===== src/rtl/fifo_tx.sv =====
// Transmit FIFO: a circular buffer that is filled by wr_en and drained one
// byte per next_frame once start_tx opens a transmit session.
module fifo_tx #(
  parameter int DATA_W = 8,
  parameter int DEPTH  = 16   // must be a power of two so the pointers wrap naturally
) (
  input  logic              clk_fifo_tx,
  input  logic              rst_fifo_tx,
  input  logic [DATA_W-1:0] data_in,
  input  logic              wr_en,
  input  logic              start_tx,
  input  logic              next_frame,
  output logic [DATA_W-1:0] data_out,
  output logic              fifo_tx_status
);

  localparam int AW    = $clog2(DEPTH);
  localparam int CNT_W = AW + 1;

  typedef enum logic {
    ST_IDLE = 1'b0,
    ST_TX   = 1'b1
  } state_t;

  state_t              r_state;
  state_t              w_state_next;
  logic [DATA_W-1:0]   r_mem [DEPTH];
  logic [AW-1:0]       r_wr_ptr;
  logic [AW-1:0]       r_rd_ptr;
  logic [CNT_W-1:0]    r_count;
  logic [CNT_W-1:0]    w_count_next;
  logic [DATA_W-1:0]   r_data_out;
  logic                w_tx_active;
  logic                w_empty;
  logic                w_full;
  logic                w_pop;
  logic                w_push;

  assign w_tx_active = (r_state == ST_TX);
  assign w_empty     = (r_count == '0);
  assign w_full      = (r_count == CNT_W'(DEPTH));
  assign w_pop       = w_tx_active && next_frame && !w_empty;
  // A pop frees a slot in the same cycle, so a full FIFO still accepts a write.
  assign w_push      = wr_en && (!w_full || w_pop);

  // NOTE: every signal driven here gets a default first, so no path leaves it
  // unassigned and no latch is inferred.
  always_comb begin
    w_count_next = r_count;
    case ({w_push, w_pop})
      2'b10:   w_count_next = r_count + CNT_W'(1);
      2'b01:   w_count_next = r_count - CNT_W'(1);
      default: w_count_next = r_count;
    endcase
  end

  always_comb begin
    w_state_next = r_state;
    case (r_state)
      ST_IDLE: if (start_tx && !w_empty)  w_state_next = ST_TX;
      ST_TX:   if (w_count_next == '0)    w_state_next = ST_IDLE;
      default:                            w_state_next = ST_IDLE;
    endcase
  end

  // NOTE: sequential state uses non-blocking assignments so every register
  // samples the values from before the edge, independent of statement order.
  always_ff @(posedge clk_fifo_tx) begin
    if (rst_fifo_tx) begin
      r_state    <= ST_IDLE;
      r_wr_ptr   <= '0;
      r_rd_ptr   <= '0;
      r_count    <= '0;
      r_data_out <= '0;
    end else begin
      r_state <= w_state_next;
      r_count <= w_count_next;
      if (w_push) r_wr_ptr <= r_wr_ptr + AW'(1);
      if (w_pop) begin
        r_rd_ptr   <= r_rd_ptr + AW'(1);
        r_data_out <= r_mem[r_rd_ptr];
      end
    end
  end

  // NOTE: the storage array is deliberately not reset; after reset the
  // pointers and count make every old entry unreachable, and leaving it
  // reset-free lets it map onto plain RAM.
  always_ff @(posedge clk_fifo_tx) begin
    if (w_push && !rst_fifo_tx) r_mem[r_wr_ptr] <= data_in;
  end

  assign data_out       = r_data_out;
  assign fifo_tx_status = w_tx_active;

endmodule


===== config.mk =====
export PLATFORM = sky130hd
export DESIGN_NAME = fifo_tx
export DESIGN_NICKNAME = d
export VERILOG_FILES = /design/src/rtl/fifo_tx.sv
export SDC_FILE = /design/constraint.sdc
export NUM_CORES = 1
export LEC_CHECK = 0
export ABC_CLOCK_PERIOD_IN_PS = 4200
export CORE_MARGIN = 3
export CORE_UTILIZATION = 50
export CTS_CLUSTER_DIAMETER = 80
export DETAILED_ROUTE_END_ITERATION = 10
export GPL_TIMING_DRIVEN = 1
export PLACE_DENSITY = 0.72
export SKIP_CTS_REPAIR_TIMING = 1
export SYNTH_ARGS = -nofsm -noshare
export SYNTH_HDL_FRONTEND = slang
export SYNTH_SLANG_ARGS = --single-unit

===== constraint.sdc =====
create_clock -name clk_fifo_tx -period 4.2 [get_ports clk_fifo_tx]
set_clock_uncertainty 0.15 [all_clocks]
set_input_delay 1.26 -clock clk_fifo_tx [delete_from_list [all_inputs] [get_ports clk_fifo_tx]]
set_output_delay 1.26 -clock clk_fifo_tx [all_outputs]
set_load 0.005 [all_outputs]

After elaboration in Yosys (flattened, before gate mapping) --
Memory sizes are Yosys's and may differ from the RTL's. A register that Yosys moved wholly into a read port is not among the register bits. Index checks and enable logic that the tools add are counted.
Storage, ports and cells: register bits 14, RAM bits 128, bits of input ports 13, logic and storage cells 30, memories 1
Cells by class: $add $sub $neg 4, equal/unequal tests 3, multiplexer cells 6, bitwise operators 1, reduce and logical (&&, ||, !) cells 11
Memory list:
- r_mem | depth 16, bits a word 8, read ports 1, clocked after memory_dff 1, write ports 1, line 27 | logic [DATA_W-1:0] r_mem [DEPTH];
Operator list (number):
- $logic_not 5->1 | 2
- $pmux 5 s2 | 1
- $add 4x1->4 const B | 2
- $add 5x1->5 const B | 1
- $eq 5x5->1 const B | 1
- $logic_and 1x1->1 | 5
- $sub 5x1->5 const B | 1
- $mux 1 | 4
- $logic_not 1->1 | 3
- $eq 2x1->1 const B | 1
- $eq 2x2->1 const B | 1
- $pmux 1 s2 | 1
- $logic_or 1x1->1 | 1
- $not 1->1 | 1

Depth between registers and ports, before layout --
Gate-level depths: netlist (run 1).
word-level depth 10, gate-level depth with buffers 15, depth with buffers taken out 12

Least setup slack after synthesis (run 1) --
OpenSTA, ideal clock, no wires.
kind input port to flip-flop, start input next_frame, end register r_state (netlist: fifo_tx_status), library setup time 0.091 ns, arrival 3.199 ns, data required time 3.959 ns, path slack 0.761 ns, stages on the path 12, cell sequence nand2_1 a31oi_4 inv_1 ha_1 buf_2 xor2_1 ha_1 a21oi_1 mux2i_1 xor2_1 and3_1 a311oi_1
On the way: cells in the longest elaborated chain, start to end 9
Ends and longest elaborated chain:
- start, declared | line 12 | input logic next_frame,
- $logic_and 1x1->1 * (2 in a row) | line 42 | assign w_pop = w_tx_active && next_frame && !w_empty;
- $logic_or 1x1->1 | line 44 | assign w_push = wr_en && (!w_full || w_pop);
- $logic_and 1x1->1 | line 44
- $eq 2x1->1 / $eq 2x2->1 (equally long branches) | line 50 | case ({w_push, w_pop})
- $pmux 5 s2 * | line 50
- $logic_not 5->1 * | line 61 | ST_TX: if (w_count_next == '0) w_state_next = ST_IDLE;
- $mux 1 * | line 61
- $pmux 1 s2 * | line 59 | case (r_state)
- end signal, assigned | line 76 | r_state <= w_state_next;
- end, declared | line 25 | state_t r_state;
Mark *: on every way between the ends. The rest lies on a longest branch, timed or not. A chain may end at the register's enable or synchronous reset.

Worst setup path in the final report (run 1) --
Ends and elaborated chain as after synthesis.

==> impl_results.md, run 1 <==
* Outcome: finished clean
* Number of synthesized register bits at 150
* Crit share post-route at 0.8656
* Top cell type's share of synthesized area at 0.6383
* Net Sw Frac at 0.2103
* CTS root buf: clkbuf_16
* Min-delay worst type: flip-flop to flip-flop
* Worst-path clk slew at 60 ps
* Overall routing resource usage at 0.1849
* Top FF cell, synth: edfxtp_1
* Post-synthesis async set-or-reset flop share at 0
* CP Cell Sequence: clkdlybuf4s50_1, nand2_1, a31oi_4, inv_1, ha_1, xor2_1, ha_1, a21oi_1, mux2i_1, xor2_1, and3_1, a311oi_1
* Vias in the first global route at 3,177
* Number of remaining DRC errors at 0
* Initial antenna violation count at 0
* Avg Inst Size Synth at 17.35 sq um
* Die Area at 13,400 sq um
* Synthesized Nets at 368
* YS warnings at 0
* Area growth syn-to-layout at 17.33%
* Max-cap violation count at 0
* Congestion Overflow GR at 0
* PortBufs at 21
* Diodes inserted at 0
* Register area share after synthesis at 0.7114
* R2R Setup Slk at 1120 ps
* Placed Cells at 513
* Sw power at 705.7 uW
* Pwr dens at 475.0 nW/um^2
* Crit path max fanout at 9
* Power Total at 3356 uW
* Layout cells sized above 1 at 0.2214
* Die Wd at 115.7 um
* Worst vdd ir at 0.3528 mV
* Die H at 115.7 um
* Routed wire length at 11.40 mm
* Most frequent cells in the layout: edfxtp_1 (128), nor2_1 (32), mux4_2 (32)
* Final Net Count at 410
* Placed wire-length estimate at 7.077 mm
* Mapped Cells at 347
* 1st-iter DRT viols at 320
* Critical setup path kind: primary input to flip-flop
* CP peak stage delay at 480 ps
* Setup TNS at 0 ps
* # fillers at 856
* Internal power at 2650 uW
* Slowest stage cell, crit path: clkdlybuf4s50_1
* Longest Clk Path Bufs at 2
* Vias at 3,106
* WP data required at 4380 ps
* WP buf/inv at 2
* CTS Sinks at 150
* Cell family with most CP delay: compound AO/OA/AOI/OAI gates
* Peak Freq at 0.2751 GHz
* Core outline area at 11,610 sq um
* First-pass iteration count of the detailed router at 5
* Worst Path Arrival at 3820 ps
* Leakage at 0.002341 uW
* Startpoint types: primary input
* Clock power share at 0.457
* Commonest non-fill, non-tap cell in the layout: edfxtp_1
* Sequential cell fraction of total power at 0.494
* Core Rows at 39
* Max-slew violation count at 0
* Synthesized cell area at 6022 sq um
* Post-layout util at 0.6084
* Final Hold Viols at 0
* Num CTS Buffers at 17
* Worst slew pin tran at 643.3 ps
* Area leader, netlist: edfxtp_1
* H-tree depth at 4
* Crit end category: flip-flop
* RSZ-0062 raised after global routing: no
* Gpl congestion at 0.8259
* Fin crit period at 3635 ps
* Wire per inst at 20.92 um
* I/O pins at 22
* Effective utilization at floorplan at 0.5185
* Slew HR at 0.5702
* Synth cell types at 39
* Ranking of synthesized cells by area: edfxtp_1 (64%), mux4_2 (12%), dfxtp_1 (7.3%), a22o_1 (2.5%), nor2_1 (2.0%)
* First-pass GRT wire length at 17.40 mm
* Post-synth EDFFs at 128
* Antenna-violating nets left at 0
* Later-pin clock latency in the skew report at 420 ps
* Vias per cell at 5.699
* CTS tree: built
* Final setup vio count at 0
* Non-Filler Instances at 545
* Largest net degree at the start of global routing at 36
* Register area at 4285 sq um
* Gate power share at 0.049
* Area of the multi-input gates at 1602 sq um
through the flow:
step                      worst slack [ps]  cell area [sq um]  hold WS, ps
after global placement               287.4               6464        293.4
after detailed placement             191.3               6464        295.6
after CTS                            609.4               7066        304.0
after global routing                 369.5               7066        335.5
final                                564.6               7066        300.7
after floorplan                      760.5               6022        302.7
power by group through the flow:
stage | combinational (uW) | clock [uW] | sequential (uW)
floorplan | 112 | 0 | 1680
detailed placement | 166 | 0 | 1690
finish | 166 | 1530 | 1660
global placement | 161 | 0 | 1690
global route | 182 | 1610 | 1660
CTS | 167 | 1550 | 1660
synth_stat cells (6+ instances only):
cell,count
a22o_1,17
o21ai_1,8
xor2_1,7
nor2_1,32
buf_2,6
edfxtp_1,128
ha_1,8
dfxtp_1,22
inv_1,7
mux4_2,32
a21oi_1,14
nand2_1,17
final timing paths:
path | endpoint | startpoint | cells after the start
hold reg to reg | data_out[0] | data_out[0] | 2
setup reg to reg | fifo_tx_status | r_count[1] | 12
setup / recovery | fifo_tx_status | next_frame | 12
hold / removal | data_out[0] | data_out[0] | 2
registers in the layout (all words and copies together), names as in the netlist:
signal          count
r_mem             128
data_out            8
r_rd_ptr            4
r_wr_ptr            4
r_count             5
fifo_tx_status      1
routing by layer:
metal / wire, um / global-route usage / share of wire / up-vias
li1: - / - / - / 1439
met2: 5588 / 0.2917 / 0.49 / 81
met3: 619 / 0.06266 / 0.054 / 13
met4: 189 / 0.05878 / 0.017 / 0
met1: 5006 / 0.2461 / 0.44 / 1573
met5: 0 / 0 / 0 / -
tightest hold or removal path, delay by kind of cell, from the launching register on:
| family | cells | cell delay (ps) |
|---|---|---|
| AO/OA/AOI/OAI | 1 | 50 |
| flip-flops | 1 | 310 |
| AND/OR/NAND/NOR | 1 | 50 |
kinds of logic after synthesis:
kind of cell	share of synthesized area
simple gates	0.05527
compound gates	0.05506
xor+xnor	0.01600
buf+inv	0.02265
flops	0.7114
mux	0.1230
fa+ha+maj	0.01662
layout make-up:
cell class	count	area share
clock buffers	17	0.06021
clock inverters	15	0.02497
inverters	8	0.004250
multi-input cells	170	0.2267
flip-flops and latches	150	0.6065
well taps	143	0.02532
repair buffers	42	0.05206
Note: power is estimated with default switching activity, not from simulation.
==> run 2, diff against run 1 <==
--- a/config.mk
+++ b/config.mk
@@ -6,6 +6,7 @@
 export NUM_CORES = 1
 export LEC_CHECK = 0
 export ABC_CLOCK_PERIOD_IN_PS = 4200
+export CORE_ASPECT_RATIO = 1.75
 export CORE_MARGIN = 3
 export CORE_UTILIZATION = 50
 export CTS_CLUSTER_DIAMETER = 80
==> run 2 against run 1 <==
Worst setup slack improved by 120 ps; flip-flop and latch count is the same; largest cell class unchanged; highest routed layer unchanged; power shrank 1.8%; register-to-register slack better by 80 ps.
==> impl_results.md, run 2 (synthesis gave the netlist of run 1 again) <==
* Outcome: finished clean
* Crit end category: flip-flop
* Longest Clk Path Bufs at 2 (unchanged)
* CTS Sinks at 150 (unchanged)
* Num CTS Buffers at 17 (unchanged)
* Min-delay worst type: flip-flop to flip-flop
* Pre-CTS setup slack at 246.5 ps (+55.27 ps)
* Initial antenna violation count at 0 (unchanged)
* Startpoint types: primary input
* Max-slew violation count at 0 (unchanged)
* Die Area at 13,450 sq um (+0.39%)
* PortBufs at 21 (unchanged)
* Setup TNS at 0 ps (unchanged)
* Worst vdd ir at 0.2822 mV (-20%)
* I/O pins at 22 (unchanged)
* Vias at 3,205 (+3.2%)
* Final hold slack at 302.8 ps (+2.089 ps)
* Placed wire-length estimate at 7.746 mm (+9.4%)
* Antenna-violating nets left at 0 (unchanged)
* Congestion Overflow GR at 0 (unchanged)
* # fillers at 828 (-3.3%)
* Worst-path clk slew at 60 ps (about the same)
* H-tree depth at 4 (unchanged)
* Commonest non-fill, non-tap cell in the layout: edfxtp_1
* Later-pin clock latency in the skew report at 420 ps (about the same)
* Area growth syn-to-layout at 17.22% (about the same)
* Final setup vio count at 0 (unchanged)
* Core Rows at 52 (+33%)
* Crit share post-route at 0.8382 (-0.02740)
* Vias per cell at 5.946 (+4.3%)
* 1st-iter DRT viols at 210 (-34%)
* Final Hold Viols at 0 (unchanged)
* First-pass GRT wire length at 18.08 mm (+3.9%)
* Fin crit period at 3520 ps (-115.1 ps)
* RSZ-0062 raised after global routing: no
* CTS root buf: clkbuf_16
* Critical setup path kind: primary input to flip-flop
* Pwr dens at 467.0 nW/um^2 (-1.7%)
* Gpl congestion at 0.7455 (-9.7%)
* Die Wd at 88.96 um (-23%)
* Crit path max fanout at 5 (-4)
* Core outline area at 11,650 sq um (+0.28%)
* Setup WS post-layout at 679.7 ps (+115.1 ps)
* Worst Path Arrival at 3700 ps (-120 ps)
* Worst slew pin tran at 727.2 ps (+83.93 ps)
* Slew HR at 0.5142 (-0.05607)
* First-pass iteration count of the detailed router at 4 (-1)
* Largest net degree at the start of global routing at 36 (unchanged)
* Number of remaining DRC errors at 0 (unchanged)
* Peak Freq at 0.2841 GHz (+3.3%)
* Max FFs per register at 128 (unchanged)
* CTS tree: built
* Effective utilization at floorplan at 0.5171 (-0.001448)
* WP data required at 4380 ps (about the same)
* Most frequent cells in the layout: edfxtp_1 (128), nor2_1 (32), mux4_2 (32)
* Layout cells sized above 1 at 0.2277 (+0.006330)
* Routed wire length at 11.41 mm (about the same)
* Overall routing resource usage at 0.1874 (+0.002564)
* Vias in the first global route at 3,315 (+4.3%)
* Wire per inst at 21.17 um (+1.2%)
* Final Net Count at 412 (+0.49%)
* Max-cap violation count at 0 (unchanged)
* Leakage at 0.002349 uW (+0.31%)
* Diodes inserted at 0 (unchanged)
* Largest Register: r_mem
* Die H at 151.2 um (+31%)
-- run 2: cell types whose count changed in the layout (fill, tap and decap cells not counted), sizes merged --
cell / change
clkbuf: +3
clkinv: -6
buf: +2
inv: +6
bufinv: -3
-- run 2: worst paths after layout --
kind,cells past startpoint,end,start,slack [ps]
setup / recovery,12,fifo_tx_status,next_frame,680
setup reg to reg,12,fifo_tx_status,r_count[1],1200
hold reg to reg,2,data_out[5],data_out[5],300
hold / removal,2,data_out[5],data_out[5],300
-- run 2: per-layer routing --
metal  vias up  part of all wire  wire [um]  GRT usage
li1       1443                 -          -          -
met1      1658              0.37       4239     0.2155
met2        87              0.58       6563     0.3359
met3        17             0.036        414    0.03865
met4         0             0.017        191    0.07228
met5         -                 0          0          0
-- run 2: final cells by class --
cell class,count,area [sq um],share of cell area
inverter,8,30.03,0.004254
multi-input combinational,170,1602,0.2269
sequential,150,4285,0.6071
clock inverter,12,101.3,0.01436
timing repair buffer,44,382.9,0.05424
clock buffer,20,489.2,0.06930
tap,135,168.9,0.02393
-- run 2: power breakdown --
part	switching, uW	leakage, uW	total [uW]	internal, uW
Combinational	81.9	0.000724	160	78.5
Clock	614	0.000293	1480	861
Sequential	25.8	0.00133	1660	1640
Total	722	0.00235	3300	2580
-- run 2: critical path, cell delays in order --
cell and delay [ps]:
clkdlybuf4s50_1 490, nand2_1 90, a31oi_4 200, inv_1 120, ha_1 220, xor2_1 160, ha_1 230, a21oi_1 160
mux2i_1 230, xor2_1 110, and3_1 190, a311oi_1 240
-- run 2: stage by stage --
stage                     instance area [sq um]  utilization  total power [uW]  std cells
after floorplan                            6022            -              1790        347
after global placement                     6469       0.5554              1845        507
after detailed placement                   6469       0.5554              1854        507
after CTS                                  7059       0.6061              3316        539
after global routing                       7059       0.6061              3397        539
final                                      7059       0.6061              3297        539
==> run 3, diff against run 2 <==
--- a/config.mk
+++ b/config.mk
@@ -5,14 +5,14 @@
 export SDC_FILE = /design/constraint.sdc
 export NUM_CORES = 1
 export LEC_CHECK = 0
-export ABC_CLOCK_PERIOD_IN_PS = 4200
+export ABC_CLOCK_PERIOD_IN_PS = 3100
 export CORE_ASPECT_RATIO = 1.75
 export CORE_MARGIN = 3
 export CORE_UTILIZATION = 50
 export CTS_CLUSTER_DIAMETER = 80
 export DETAILED_ROUTE_END_ITERATION = 10
 export GPL_TIMING_DRIVEN = 1
-export PLACE_DENSITY = 0.72
+export PLACE_DENSITY = 0.75
 export SKIP_CTS_REPAIR_TIMING = 1
 export SYNTH_ARGS = -nofsm -noshare
 export SYNTH_HDL_FRONTEND = slang
==> constraint.sdc (replaced) <==
create_clock -name clk_fifo_tx -period 3.1 [get_ports clk_fifo_tx]
set_clock_uncertainty 0.15 [all_clocks]
set_input_delay 0.93 -clock clk_fifo_tx [delete_from_list [all_inputs] [get_ports clk_fifo_tx]]
set_output_delay 0.93 -clock clk_fifo_tx [all_outputs]
set_load 0.005 [all_outputs]
==> run 3 against run 2 <==
Power up 36%; sequential share of layout area down 0.55 points; worst hold slack worse by 3.6 ps.
==> impl_results.md, run 3 (synthesis gave the netlist of run 1 again) <==
* CTS root buf: clkbuf_16
* Slew HR at 0.4664 (-0.04776)
* Num CTS Buffers at 17 (unchanged)
* Peak Freq at 0.3292 GHz
* Effective utilization at floorplan at 0.5171 (unchanged)
* Slowest stage cell, crit path: clkdlybuf4s50_1
* # fillers at 825 (-0.36%)
* Overall routing resource usage at 0.1997 (+0.01231)
* Routed wire length at 12.04 mm (+5.6%)
* Final Net Count at 419 (+1.7%)
* Gpl congestion at 0.8171 (+9.6%)
* Design area at 7124 sq um (+0.92%)
* Max FFs per register at 128 (unchanged)
* Die Area at 13,450 sq um (unchanged)
* Layout cells sized above 1 at 0.2409 (+0.01315)
* Core outline area at 11,650 sq um (unchanged)
* Congestion Overflow GR at 0 (unchanged)
* Crit path max fanout at 2 (-3)
* Crit end category: flip-flop
* Number of remaining DRC errors at 0 (unchanged)
* WP data required at 3280 ps (-1100 ps)
* Largest Register: r_mem
* CP peak stage delay at 460 ps (-30 ps)
* Worst slew pin tran at 798.7 ps (+71.50 ps)
* 1st-iter DRT viols at 266 (+27%)
* Placed wire-length estimate at 7.762 mm (+0.22%)
* Non-Filler Instances at 546 (+1.3%)
* Die H at 151.2 um (unchanged)
* I/O pins at 22 (unchanged)
* CTS Sinks at 150 (unchanged)
* Max-slew violation count at 0 (unchanged)
* Crit-path most repeated cell: inv_1
* CP Cell Sequence: clkdlybuf4s50_1, inv_1, a31oi_4, inv_1, ha_1, xor2_1, ha_2, buf_4, inv_1, a32oi_1, a31oi_1, xnor2_1, a311oi_1
* Worst Path Arrival at 3220 ps (-480 ps)
* Final hold slack at 299.2 ps (-3.632 ps)
* Core Rows at 52 (unchanged)
* Most frequent cells in the layout: edfxtp_1 (128), nor2_1 (32), mux4_2 (32)
* Diodes inserted at 0 (unchanged)
* Cell family with most CP delay: buffers and inverters
* Vias at 3,266 (+1.9%)
* Commonest non-fill, non-tap cell in the layout: edfxtp_1
* Min-delay worst type: flip-flop to flip-flop
* First-pass iteration count of the detailed router at 5 (+1)
* First-pass GRT wire length at 18.91 mm (+4.6%)
* Final setup vio count at 0 (unchanged)
* Max-cap violation count at 0 (unchanged)
* Startpoint types: primary input
* Largest net degree at the start of global routing at 36 (unchanged)
* Final Hold Viols at 0 (unchanged)
* Vias in the first global route at 3,378 (+1.9%)
* Worst-path clk slew at 60 ps (about the same)
* Outcome: finished clean
* Longest Clk Path Bufs at 2 (unchanged)
* Leakage at 0.002373 uW (+1.1%)
* Fin crit period at 3038 ps
* Antenna-violating nets left at 0 (unchanged)
* Placed Cells at 514 (+1.4%)
* Die Wd at 88.96 um (unchanged)
* Worst vdd ir at 0.3459 mV (+23%)
* CTS tree: built
* Later-pin clock latency in the skew report at 420 ps (about the same)
* Initial antenna violation count at 0 (unchanged)
* Crit share post-route at 0.9800
* WP buf/inv at 5 (+3)
* Area growth syn-to-layout at 18.30%
* Vias per cell at 5.982 (+0.60%)
* H-tree depth at 4 (unchanged)
* PortBufs at 21 (unchanged)
* Critical setup path kind: primary input to flip-flop
* Wire per inst at 22.05 um (+4.2%)
* Cell Area, Placed at 6534 sq um (+1.0%)
* Pwr dens at 628.8 nW/um^2 (+35%)
==> run 3: cell count changes in the layout (fill, tap and decap cells not counted), moves of 2 or more <==
cell,delta
bufinv_16,+2
inv_6,-4
clkinv_4,+2
clkinv_1,+2
buf_4,+6
clkinvlp_4,+2
clkbuf_16,-2
==> run 3: cell type report <==
type / instances / area (sq um) / area share
inverter: 8 / 30.03 / 0.004215
timing repair buffer: 51 / 450.4 / 0.06322
clock inverter: 14 / 150.1 / 0.02107
sequential: 150 / 4285 / 0.6015
tap: 135 / 168.9 / 0.02371
multi-input combinational: 170 / 1610 / 0.2260
clock buffer: 18 / 429.2 / 0.06024
==> run 3: power breakdown <==
part	internal [uW]	total [uW]	leakage, uW	switching [uW]
combinational	117	247	0.000767	130
clock	1190	1990	0.000274	797
sequential	2220	2250	0.00133	29.2
total	3520	4480	0.00237	956
==> run 3: metrics by stage <==
step	util	worst slack (ps)	total power, uW	TNS [ps]
global placement	0.5610	-269.5	2518	-535.4
detailed placement	0.5610	-375.6	2531	-785.7
finish	0.6117	62.13	4480	0
floorplan	-	36.21	2426	0
global route	0.6117	-2.861	4638	-2.861
CTS	0.6108	52.75	4518	0
==> run 3: worst register-to-register path: cells and delay by family, from the launching register on <==
family	cells	cell delay (ps)
compound gates	3	580
xor+xnor	2	350
fa+ha+maj	2	450
buf+inv	3	200
flops	1	430
simple gates	3	690
==> run 3: layer usage <==
| layer | track usage | vias to the layer above | part of all wire |
|---|---|---|---|
| met2 | 0.3490 | 85 | 0.56 |
| met5 | 0 | - | 0 |
| met1 | 0.2298 | 1702 | 0.38 |
| met4 | 0.07675 | 0 | 0.025 |
| li1 | - | 1453 | - |
| met3 | 0.05444 | 26 | 0.037 |
==> run 3: path summary, 6_finish.rpt <==
path	start	end	slack (ps)	cells past startpoint
hold / removal	data_out[7]	data_out[7]	300	2
setup reg to reg	r_count[1]	fifo_tx_status	150	13
setup / recovery	wr_en	fifo_tx_status	60	13
hold reg to reg	data_out[7]	data_out[7]	300	2
